==> config.mk <==
export PLATFORM = sky130hd
export DESIGN_NAME = serial_to_parallel
export DESIGN_NICKNAME = d
export VERILOG_FILES = /design/src/rtl/serial_to_parallel.sv
export SDC_FILE = /design/constraint.sdc
export NUM_CORES = 1
export LEC_CHECK = 0
export CORE_ASPECT_RATIO = 0.7
export CORE_UTILIZATION = 54
export DETAILED_ROUTE_END_ITERATION = 10
export PLACE_DENSITY = 0.79
export SLEW_MARGIN = 20
export SYNTH_ARGS = -nofsm -noshare
export SYNTH_HDL_FRONTEND = slang
export SYNTH_SLANG_ARGS = --single-unit
==> constraint.sdc <==
create_clock -name CLK -period 5.2 [get_ports CLK]
set_input_delay 0.78 -clock CLK [delete_from_list [all_inputs] [get_ports CLK]]
set_output_delay 0.78 -clock CLK [all_outputs]
set_load 0.1 [all_outputs]
==> src/rtl/serial_to_parallel.sv <==
// MSB-first serial receiver: gathers data_size bits into a word.
// Completed words are presented on a registered valid/ready output.
module serial_to_parallel #(
  parameter int data_size = 64,
  parameter int CNT_W = $clog2(data_size)
) (
  input  logic                 CLK,
  input  logic                 RST,
  input  logic                 DATA,
  input  logic                 SHIFT_EN,
  input  logic                 CLEAR,
  output logic [data_size-1:0] DATA_OUT,
  output logic                 OUT_VALID,
  input  logic                 OUT_READY,
  output logic [CNT_W-1:0]     BIT_COUNT,
  output logic                 OVERRUN
);

  localparam logic [CNT_W-1:0] LAST = CNT_W'(data_size - 1);

  logic [data_size-1:0] sr_tmp;
  logic [data_size-1:0] word;
  logic                 shift;
  logic                 complete;
  logic                 consume;
  logic                 deliver;

  always_comb begin
    word     = {sr_tmp[data_size-2:0], DATA};
    shift    = SHIFT_EN & ~CLEAR;
    complete = shift & (BIT_COUNT == LAST);
    consume  = OUT_VALID & OUT_READY;
    deliver  = complete & (~OUT_VALID | OUT_READY);
  end

  always_ff @(posedge CLK or posedge RST) begin
    if (RST) begin
      sr_tmp    <= '0;
      BIT_COUNT <= '0;
      OVERRUN   <= 1'b0;
    end else if (CLEAR) begin
      sr_tmp    <= '0;
      BIT_COUNT <= '0;
      OVERRUN   <= 1'b0;
    end else if (shift) begin
      sr_tmp <= word;
      if (complete) begin
        BIT_COUNT <= '0;
        // word could not be handed off: drop it, remember it
        if (!deliver)
          OVERRUN <= 1'b1;
      end else begin
        BIT_COUNT <= BIT_COUNT + 1'b1;
      end
    end
  end

  always_ff @(posedge CLK or posedge RST) begin
    if (RST) begin
      DATA_OUT  <= '0;
      OUT_VALID <= 1'b0;
    end else if (deliver) begin
      DATA_OUT  <= word;
      OUT_VALID <= 1'b1;
    end else if (consume) begin
      OUT_VALID <= 1'b0;
    end
  end

endmodule

---- After elaboration in Yosys (flattened, before gate mapping) ----
Cells that the tools add are included.
cells by class
  add/subtract/negate cells ............... 1
  reductions and logical operators ........ 4
  equality and inequality tests ........... 2
  bitwise logic cells ..................... 7
  div/mod/pow operators ................... 0
  shifts and indexed selects .............. 0
  muxes and demuxes ....................... 11
  multipliers ............................. 0
  order comparisons ....................... 0
operators by type and width
  kind                 count
  $mux 63              2
  $mux 6               3
  $add 6x1->6 const B  1
  $eq 6x6->1 const B   1
  $mux 1               6
  $reduce_bool 2->1    3
  $and 1x1->1          4
  $reduce_and 3->1     1
  $ne 2x2->1 const B   1
  $not 1->1            2
  $or 1x1->1           1
storage, ports and cells
  latch bits .............................. 0
  bits of input ports ..................... 6
  memory bits (read-only) ................. 0
  word-level logic and storage cells ...... 30
  bits in writable memories ............... 0
  memories ................................ 0
  register bits ........................... 135

---- Depth between registers and ports, before layout ----
Gate-level depths: netlist (run 1).
  depth in word-level cells ............... 8
  gate-level depth with buffers ........... 6
  depth with buffers taken out ............ 4

---- Worst setup path after synthesis (run 1) ----
No wires, ideal clock.
  path type ............................... register -> register
  start ................................... register BIT_COUNT[0]
  end ..................................... register DATA_OUT[0]
  data required time ...................... 5,074 ps
  stages on the path, launching flop included .. 7
  data arrival time ....................... 2,325 ps
  clock period less this slack ............ 2,452 ps
  path buffers ............................ 2
  setup slack ............................. 2,748 ps
  cell sequence ........................... dfrtp_1 -> ha_1 -> nand2_1 -> nor4b_4 -> buf_6 -> buf_12 -> mux2_4
on the way
  word-level cells in the longest chain between the ends .. 3
ends and longest elaborated chain
  what                    line  RTL
  from (decl)             15    output logic [CNT_W-1:0] BIT_COUNT,
  from (signal assigned)  53    BIT_COUNT <= BIT_COUNT + 1'b1;
  $eq 6x6->1              31    complete = shift & (BIT_COUNT == LAST);
  $and 1x1->1             31
  $and 1x1->1             33    deliver = complete & (~OUT_VALID | OUT_READY);
  to (signal assigned)    63    DATA_OUT <= word;
  to (decl)               12    output logic [data_size-1:0] DATA_OUT,
Every way passes these cells.
A chain may end at the register's enable or synchronous reset.

---- Worst setup path after layout (run 1) ----
  start ................................... register BIT_COUNT[3]
  end ..................................... output BIT_COUNT[3]
No word-level cell between the ends.

==> results of run 1 <==
-- worst min path at each step --
stage	from	to	slack (ps)	cells past startpoint
2_1_floorplan	sr_tmp[62]	DATA_OUT[63]	480	1
3_3_place_gp	DATA_OUT[0]	DATA_OUT[0]	490	1
3_5_place_dp	DATA_OUT[33]	DATA_OUT[33]	490	1
4_1_cts	DATA_OUT[23]	DATA_OUT[23]	510	1
5_1_grt	DATA_OUT[13]	DATA_OUT[13]	520	1
6_report	DATA_OUT[52]	DATA_OUT[52]	510	1
-- per-layer routing --
layer	up-vias	global-route usage	routed length, um
met5	-	0	11
met4	2	0.101	147
met3	15	0.0484	370
met2	52	0.311	4720
met1	1555	0.275	4780
li1	1471	-	-
-- sequential cells by signal, indices dropped and copies added (netlist names) --
name / flops
BIT_COUNT: 6
DATA_OUT: 64
sr_tmp: 63
OUT_VALID: 1
OVERRUN: 1
-- cells in the mapped netlist --
| cell | instances | share of area |
|---|---|---|
| sky130_fd_sc_hd__o31ai_1 | 1 | 0.0013 |
| sky130_fd_sc_hd__o21ai_0 | 2 | 0.0018 |
| sky130_fd_sc_hd__dfrtp_1 | 135 | 0.60 |
| sky130_fd_sc_hd__buf_1 | 2 | 0.0013 |
| sky130_fd_sc_hd__buf_6 | 1 | 0.0020 |
| sky130_fd_sc_hd__or3_1 | 1 | 0.0011 |
| sky130_fd_sc_hd__clkbuf_1 | 7 | 0.0047 |
| sky130_fd_sc_hd__mux2_2 | 4 | 0.0080 |
| sky130_fd_sc_hd__a21oi_1 | 3 | 0.0027 |
| sky130_fd_sc_hd__nand4_1 | 2 | 0.0022 |
| sky130_fd_sc_hd__buf_2 | 7 | 0.0062 |
| sky130_fd_sc_hd__mux2_4 | 60 | 0.16 |
| sky130_fd_sc_hd__nand4_4 | 1 | 0.0038 |
| sky130_fd_sc_hd__nand2_1 | 4 | 0.0027 |
| sky130_fd_sc_hd__nand3_1 | 1 | 0.00089 |
| sky130_fd_sc_hd__nor4b_4 | 1 | 0.0042 |
| sky130_fd_sc_hd__o22ai_1 | 1 | 0.0011 |
| sky130_fd_sc_hd__and2b_1 | 1 | 0.0013 |
| sky130_fd_sc_hd__xor2_1 | 2 | 0.0031 |
| sky130_fd_sc_hd__nor2_1 | 68 | 0.045 |
| sky130_fd_sc_hd__ha_1 | 1 | 0.0022 |
| sky130_fd_sc_hd__nor2b_1 | 1 | 0.0011 |
| sky130_fd_sc_hd__or3_2 | 1 | 0.0013 |
| sky130_fd_sc_hd__inv_1 | 3 | 0.0020 |
| sky130_fd_sc_hd__mux2i_1 | 65 | 0.12 |
| sky130_fd_sc_hd__nand2b_1 | 2 | 0.0022 |
| sky130_fd_sc_hd__buf_12 | 6 | 0.021 |
-- report_power, final --
| part | switching [mW] | total (mW) | internal (mW) |
|---|---|---|---|
| combinational | 0.0549 | 0.0749 | 0.0200 |
| clock | 0.420 | 1.29 | 0.869 |
| sequential | 0.00303 | 1.06 | 1.05 |
| total | 0.478 | 2.42 | 1.94 |
-- stage by stage --
| step | worst slack [ps] | hold WS [ps] | cells |
|---|---|---|---|
| floorplan | 809 | 481 | 383 |
| global placement | 2450 | 495 | 570 |
| detailed placement | 2430 | 492 | 570 |
| CTS | 2270 | 512 | 601 |
| global route | 2240 | 521 | 601 |
| finish | 2300 | 508 | 601 |
-- final cells by class --
class                           instances  area, um2  area share
Clock buffer                           21        460      0.0655
Clock inverter                         10        175      0.0249
Inverter                                3       16.3     0.00231
Multi-Input combinational cell        222       2040       0.290
Sequential cell                       135       3380       0.481
Tap cell                              128        160      0.0228
Timing Repair Buffer                   82        801       0.114
-- cells by family (layout without fill, tap and decap cells) --
group	after synthesis	count (layout)	synth area share
simple gates	83	83	0.0663
flops	135	135	0.600
mux	129	129	0.284
fa+ha+maj	1	1	0.00222
xor+xnor	2	2	0.00311
compound gates	7	7	0.00689
buf+inv	26	116	0.0376
==> run_results.csv, run 1 <==
group,metric,value,unit
placed_design,io_buffer_count,77,
global_routing,grt_antenna_before_repair,1,
global_routing,maximum_number_of_pins_on_one_net_before_global_route_repair,89,
job,maxCapViolations,0,
global_routing,via_count_of_the_first_global_routing_pass,3162,
logic_synthesis,syn-mean-instance-area,14.7,um2
placed_design,placed_cell_area,0.00639,mm2
floorplan,die_y,87.4,um
placed_design,final_weighted_congestion_in_routability_driven_placement,0.738,
logic_synthesis,synthDistinctLibCells,27,
timing,final-setup-viol-count,0,
timing,timing.final.max_slew_violations,0,
timing,crit_share_post_route,0.558,
drt,dr.first_iter.drc_count,227,
clock_tree,cts_made_buffers,17,
clock_tree,cts.sinks,135,
timing,worst_pin_slew,1120,ps
cells_and_area,layout.core_utilization,0.709,
clock_tree,ctsResizeCount,0,
logic_synthesis,syn-instance-count,383,
cells_and_area,number_of_filler_instances_in_the_final_layout,651,
setup_path,family_with_the_most_delay_on_the_worst_path,"buffers and inverters",
setup_path,cp.arrival,2120,ps
logic_synthesis,synth-warning-count,0,
clock_tree,cts.root.buffer_cell,"sky130_fd_sc_hd__clkbuf_16",
setup_path,slowest_delay,1220,ps
clock_tree,post_cts_setup_buffer_count,0,
timing,hold_violations,0,
outcome,status,"completed",
drt,route.detailed.vias_per_inst,5.15,
power,pwr_density_cell,344,mW/mm2
setup_path,critical-path-slowest-cell,"sky130_fd_sc_hd__clkdlybuf4s50_1",
drt,detailedRoute.firstPassIterationCount,4,
drt,number_of_nets_still_failing_antenna_checks_after_routing,0,
floorplan,row_count,30,
clock_tree,number_of_buffers_inserted_for_hold_repair_after_clock_tree_synthesis,0,
setup_path,worstReg2RegEnd,"DATA_OUT[37]",
logic_synthesis,mappedNetlistNets,390,
global_routing,grt_first_pass_wirelength,16200,um
cells_and_area,layout-drive-gt1-share,0.220,
cells_and_area,leading_cell_types_in_the_layout_fill_and_taps_excluded,"135 x sky130_fd_sc_hd__dfrtp_1, 75 x sky130_fd_sc_hd__clkdlybuf4s50_1, 68 x sky130_fd_sc_hd__nor2_1",
clock_tree,tritoncts_clock_tree,"done",
floorplan,floorplan.core_area,0.00991,mm2
setup_path,worstPathBufferInverterCount,1,
timing,timing.fmax,345,MHz
clock_tree,cts-root-to-sink-buffers,2,
setup_path,setup.worst_path.start,"BIT_COUNT[3]",
power,cellLeakagePower,3.43,nW
logic_synthesis,synth_seq_cells,135,
drt,routedWlPerCell,16.7,um
logic_synthesis,seq_area_frac_synth,0.600,
setup_path,sort_of_element_at_the_start_of_the_critical_path,"flip-flop",
clock_tree,insertion_delay,410,ps
setup_path,critical_register_to_register_path_startpoint,"BIT_COUNT[0]",
placed_design,detailedPlacementHpwl,5810,um
timing,worst_slew_margin_rel,0.255,
global_routing,congestion_overflow_gr,0,
cells_and_area,cell_area_after_layout,0.00703,mm2
global_routing,grt_usage,0.204,
timing,finalSetupTns,0,ps
clock_tree,clk_pin_slew,50,ps
logic_synthesis,mappedNetlistArea,0.00563,mm2
timing,worst_clock_skew,9.28,ps
setup_path,crit_end,"BIT_COUNT[3]",
setup_path,path_class,"flip-flop to output pin",
cells_and_area,syn_to_final_growth,24.9,%
drt,vias,3095,
cells_and_area,leading_cell_type_in_the_layout_fill_and_taps_excluded,"sky130_fd_sc_hd__dfrtp_1",
timing,final_period_minus_worst_setup_slack,2900,ps
setup_path,reg2reg_setup_slack,2900,ps
power,total_power,2.42,mW
setup_path,cells_along_the_critical_path,"clkdlybuf4s50_1",
timing,grt_setup_unrepaired,"no",
drt,drt_drc_violations_left,0,
setup_path,worst-endpoint-required,4420,ps
floorplan,initial_core_util,0.568,
cells_and_area,insertedDiodeCount,0,
clock_tree,htree_num_levels,4,
setup_path,worstPathMaxFanout,7,
power,vdd_drop_max,0.285,mV
floorplan,floorplan.die.width,124,um
worst_hold_path,hold_class,"flip-flop to flip-flop",
setup_path,critPathCaptureType,"output pin",
floorplan,die-area,0.0108,mm2
setup_path,r2r_cells,5,
cells_and_area,design.final.nets,468,
setup_path,path_depth,1,
drt,drt-total-wl,10000,um
floorplan,num_io_pins,78,
Power figures use the tool's default switching activity.
==> run 2, diff against run 1 <==
==> constraint.sdc (replaced) <==
create_clock -name CLK -period 2.95 [get_ports CLK]
set_input_delay 0.4425 -clock CLK [delete_from_list [all_inputs] [get_ports CLK]]
set_output_delay 0.4425 -clock CLK [all_outputs]
set_load 0.1 [all_outputs]
==> run_results.csv, run 2 (synthesis gave the netlist of run 1 again) <==
group,metric,value,unit
outcome,status,"completed",
job,maxCapViolations,0,
global_routing,grt_usage,0.206,
drt,routedWlPerCell,16.8,um
timing,finalSetupTns,0,ps
cells_and_area,area.sequential,0.00338,mm2
cells_and_area,layout-drive-gt1-share,0.375,
floorplan,die-area,0.0108,mm2
cells_and_area,registers.top_by_ff_count,"DATA_OUT",
clock_tree,number_of_buffers_inserted_for_hold_repair_after_clock_tree_synthesis,0,
floorplan,num_io_pins,78,
drt,detailedRoute.firstPassIterationCount,4,
cells_and_area,leading_cell_types_in_the_layout_fill_and_taps_excluded,"135 x sky130_fd_sc_hd__dfrtp_1, 76 x sky130_fd_sc_hd__buf_4, 68 x sky130_fd_sc_hd__nor2_1",
power,p_comb_frac,0.033,
cells_and_area,layout.core_utilization,0.693,
timing,final_period_minus_worst_setup_slack,2100,ps
drt,drt-total-wl,10100,um
clock_tree,cts-root-to-sink-buffers,2,
power,pwr-share-seq,0.455,
cells_and_area,insertedDiodeCount,0,
timing,timing.fmax,477,MHz
cells_and_area,top_regs,"DATA_OUT: 64 flops, sr_tmp: 63 flops, BIT_COUNT: 6 flops",
power,power.share.switching,0.205,
timing,worst_pin_slew,747,ps
drt,drt_drc_violations_left,0,
timing,grt_setup_unrepaired,"no",
timing,crit_share_post_route,0.710,
floorplan,floorplan.die.width,124,um
cells_and_area,design.final.nets,470,
cells_and_area,largest_register_ffs,64,
power,internal_power,3.25,mW
setup_path,path_class,"flip-flop to flip-flop",
power,total_power,4.09,mW
global_routing,via_count_of_the_first_global_routing_pass,3139,
setup_path,sort_of_element_at_the_start_of_the_critical_path,"flip-flop",
cells_and_area,number_of_filler_instances_in_the_final_layout,719,
setup_path,worst-endpoint-required,3240,ps
setup_path,cp.arrival,2380,ps
clock_tree,post_cts_setup_buffer_count,0,
clock_tree,insertion_delay,410,ps
clock_tree,ctsResizeCount,0,
setup_path,worstPathMaxFanout,38,
clock_tree,cts.root.buffer_cell,"sky130_fd_sc_hd__clkbuf_16",
drt,dr.first_iter.drc_count,191,
floorplan,row_count,30,
global_routing,grt_antenna_before_repair,1,
timing,hold_violations,0,
clock_tree,clk_pin_slew,60,ps
placed_design,detailedPlacementHpwl,6250,um
clock_tree,tritoncts_clock_tree,"done",
placed_design,final_weighted_congestion_in_routability_driven_placement,0.734,
power,power.switching,839,uW
power,vdd_drop_max,0.456,mV
cells_and_area,syn_to_final_growth,22.0,%
setup_path,critPathCaptureType,"flip-flop",
clock_tree,cts_made_buffers,17,
floorplan,die_y,87.4,um
power,cellLeakagePower,3.58,nW
timing,final-setup-viol-count,0,
global_routing,grt_first_pass_wirelength,16500,um
clock_tree,cts.sinks,135,
timing,timing.final.max_slew_violations,0,
global_routing,congestion_overflow_gr,0,
floorplan,floorplan.core_area,0.00991,mm2
worst_hold_path,hold_class,"input pin to asynchronous set/reset pin",
timing,worst_clock_skew,6.66,ps
floorplan,initial_core_util,0.568,
drt,vias,3155,
power,pwr_density_cell,596,mW/mm2
drt,number_of_nets_still_failing_antenna_checks_after_routing,0,
drt,route.detailed.vias_per_inst,5.23,
cells_and_area,area_of_combinational_cells_with_multiple_inputs,0.00204,mm2
cells_and_area,leading_cell_type_in_the_layout_fill_and_taps_excluded,"sky130_fd_sc_hd__dfrtp_1",
power,clock_network_fraction_of_total_power,0.512,
placed_design,io_buffer_count,77,
clock_tree,htree_num_levels,4,
timing,worst_slew_margin_rel,0.502,
global_routing,maximum_number_of_pins_on_one_net_before_global_route_repair,73,
-- run 2: cell count changes in the layout (fill, tap and decap cells not counted), sizes merged --
cell,previous run,this run
buf,7,81
inv,3,2
clkinv,5,6
clkinvlp,0,2
bufinv,5,3
clkdlybuf4s50,75,3
-- run 2: layer usage --
metal  share of wire  wire (um)  global-route usage
met4           0.019        189               0.111
met5          0.0013         13                   0
met3           0.039        392              0.0471
met2            0.45       4600               0.298
met1            0.49       4930               0.289
-- run 2: power groups by stage --
stage	sequential [mW]	clock (mW)	combinational (mW)
floorplan	1.91	0	0.0865
global placement	1.89	0	0.136
detailed placement	1.89	0	0.139
CTS	1.86	2.13	0.140
global route	1.86	2.21	0.150
finish	1.86	2.09	0.135
-- run 2: worst paths after layout --
| check | startpoint | to | slack, ps | cells past startpoint |
|---|---|---|---|---|
| worst max-delay path | BIT_COUNT[0] | DATA_OUT[8] | 850 | 5 |
| worst min register to register | DATA_OUT[52] | DATA_OUT[52] | 510 | 1 |
| min in group CLK | DATA_OUT[52] | DATA_OUT[52] | 510 | 1 |
| max in group asynchronous | RST | sr_tmp[51] | 1840 | 3 |
| worst max register to register | BIT_COUNT[0] | DATA_OUT[8] | 850 | 5 |
| worst min-delay path | RST | DATA_OUT[25] | 440 | 2 |
-- run 2: final cells by class --
class / instances / share of cell area
Tap cell: 128 / 0.0233
Timing Repair Buffer: 84 / 0.0999
Sequential cell: 135 / 0.492
Inverter: 3 / 0.00219
Clock inverter: 10 / 0.0186
Clock buffer: 21 / 0.0671
Multi-Input combinational cell: 222 / 0.297
-- run 2: metrics by stage --
stage	setup slack [ps]	cell area [um2]	instances	hold WS, ps
CTS	837	6870	603	447
floorplan	498	5630	383	481
global placement	777	6280	572	498
global route	738	6870	603	479
detailed placement	741	6280	572	500
finish	855	6870	603	441
-- run 2: critical path: stages (launching register included) --
cell and delay (ps):
sky130_fd_sc_hd__dfrtp_1 470, sky130_fd_sc_hd__ha_1 270, sky130_fd_sc_hd__nand2_1 160, sky130_fd_sc_hd__nor4b_4 390, sky130_fd_sc_hd__buf_12 340, sky130_fd_sc_hd__mux2_4 340
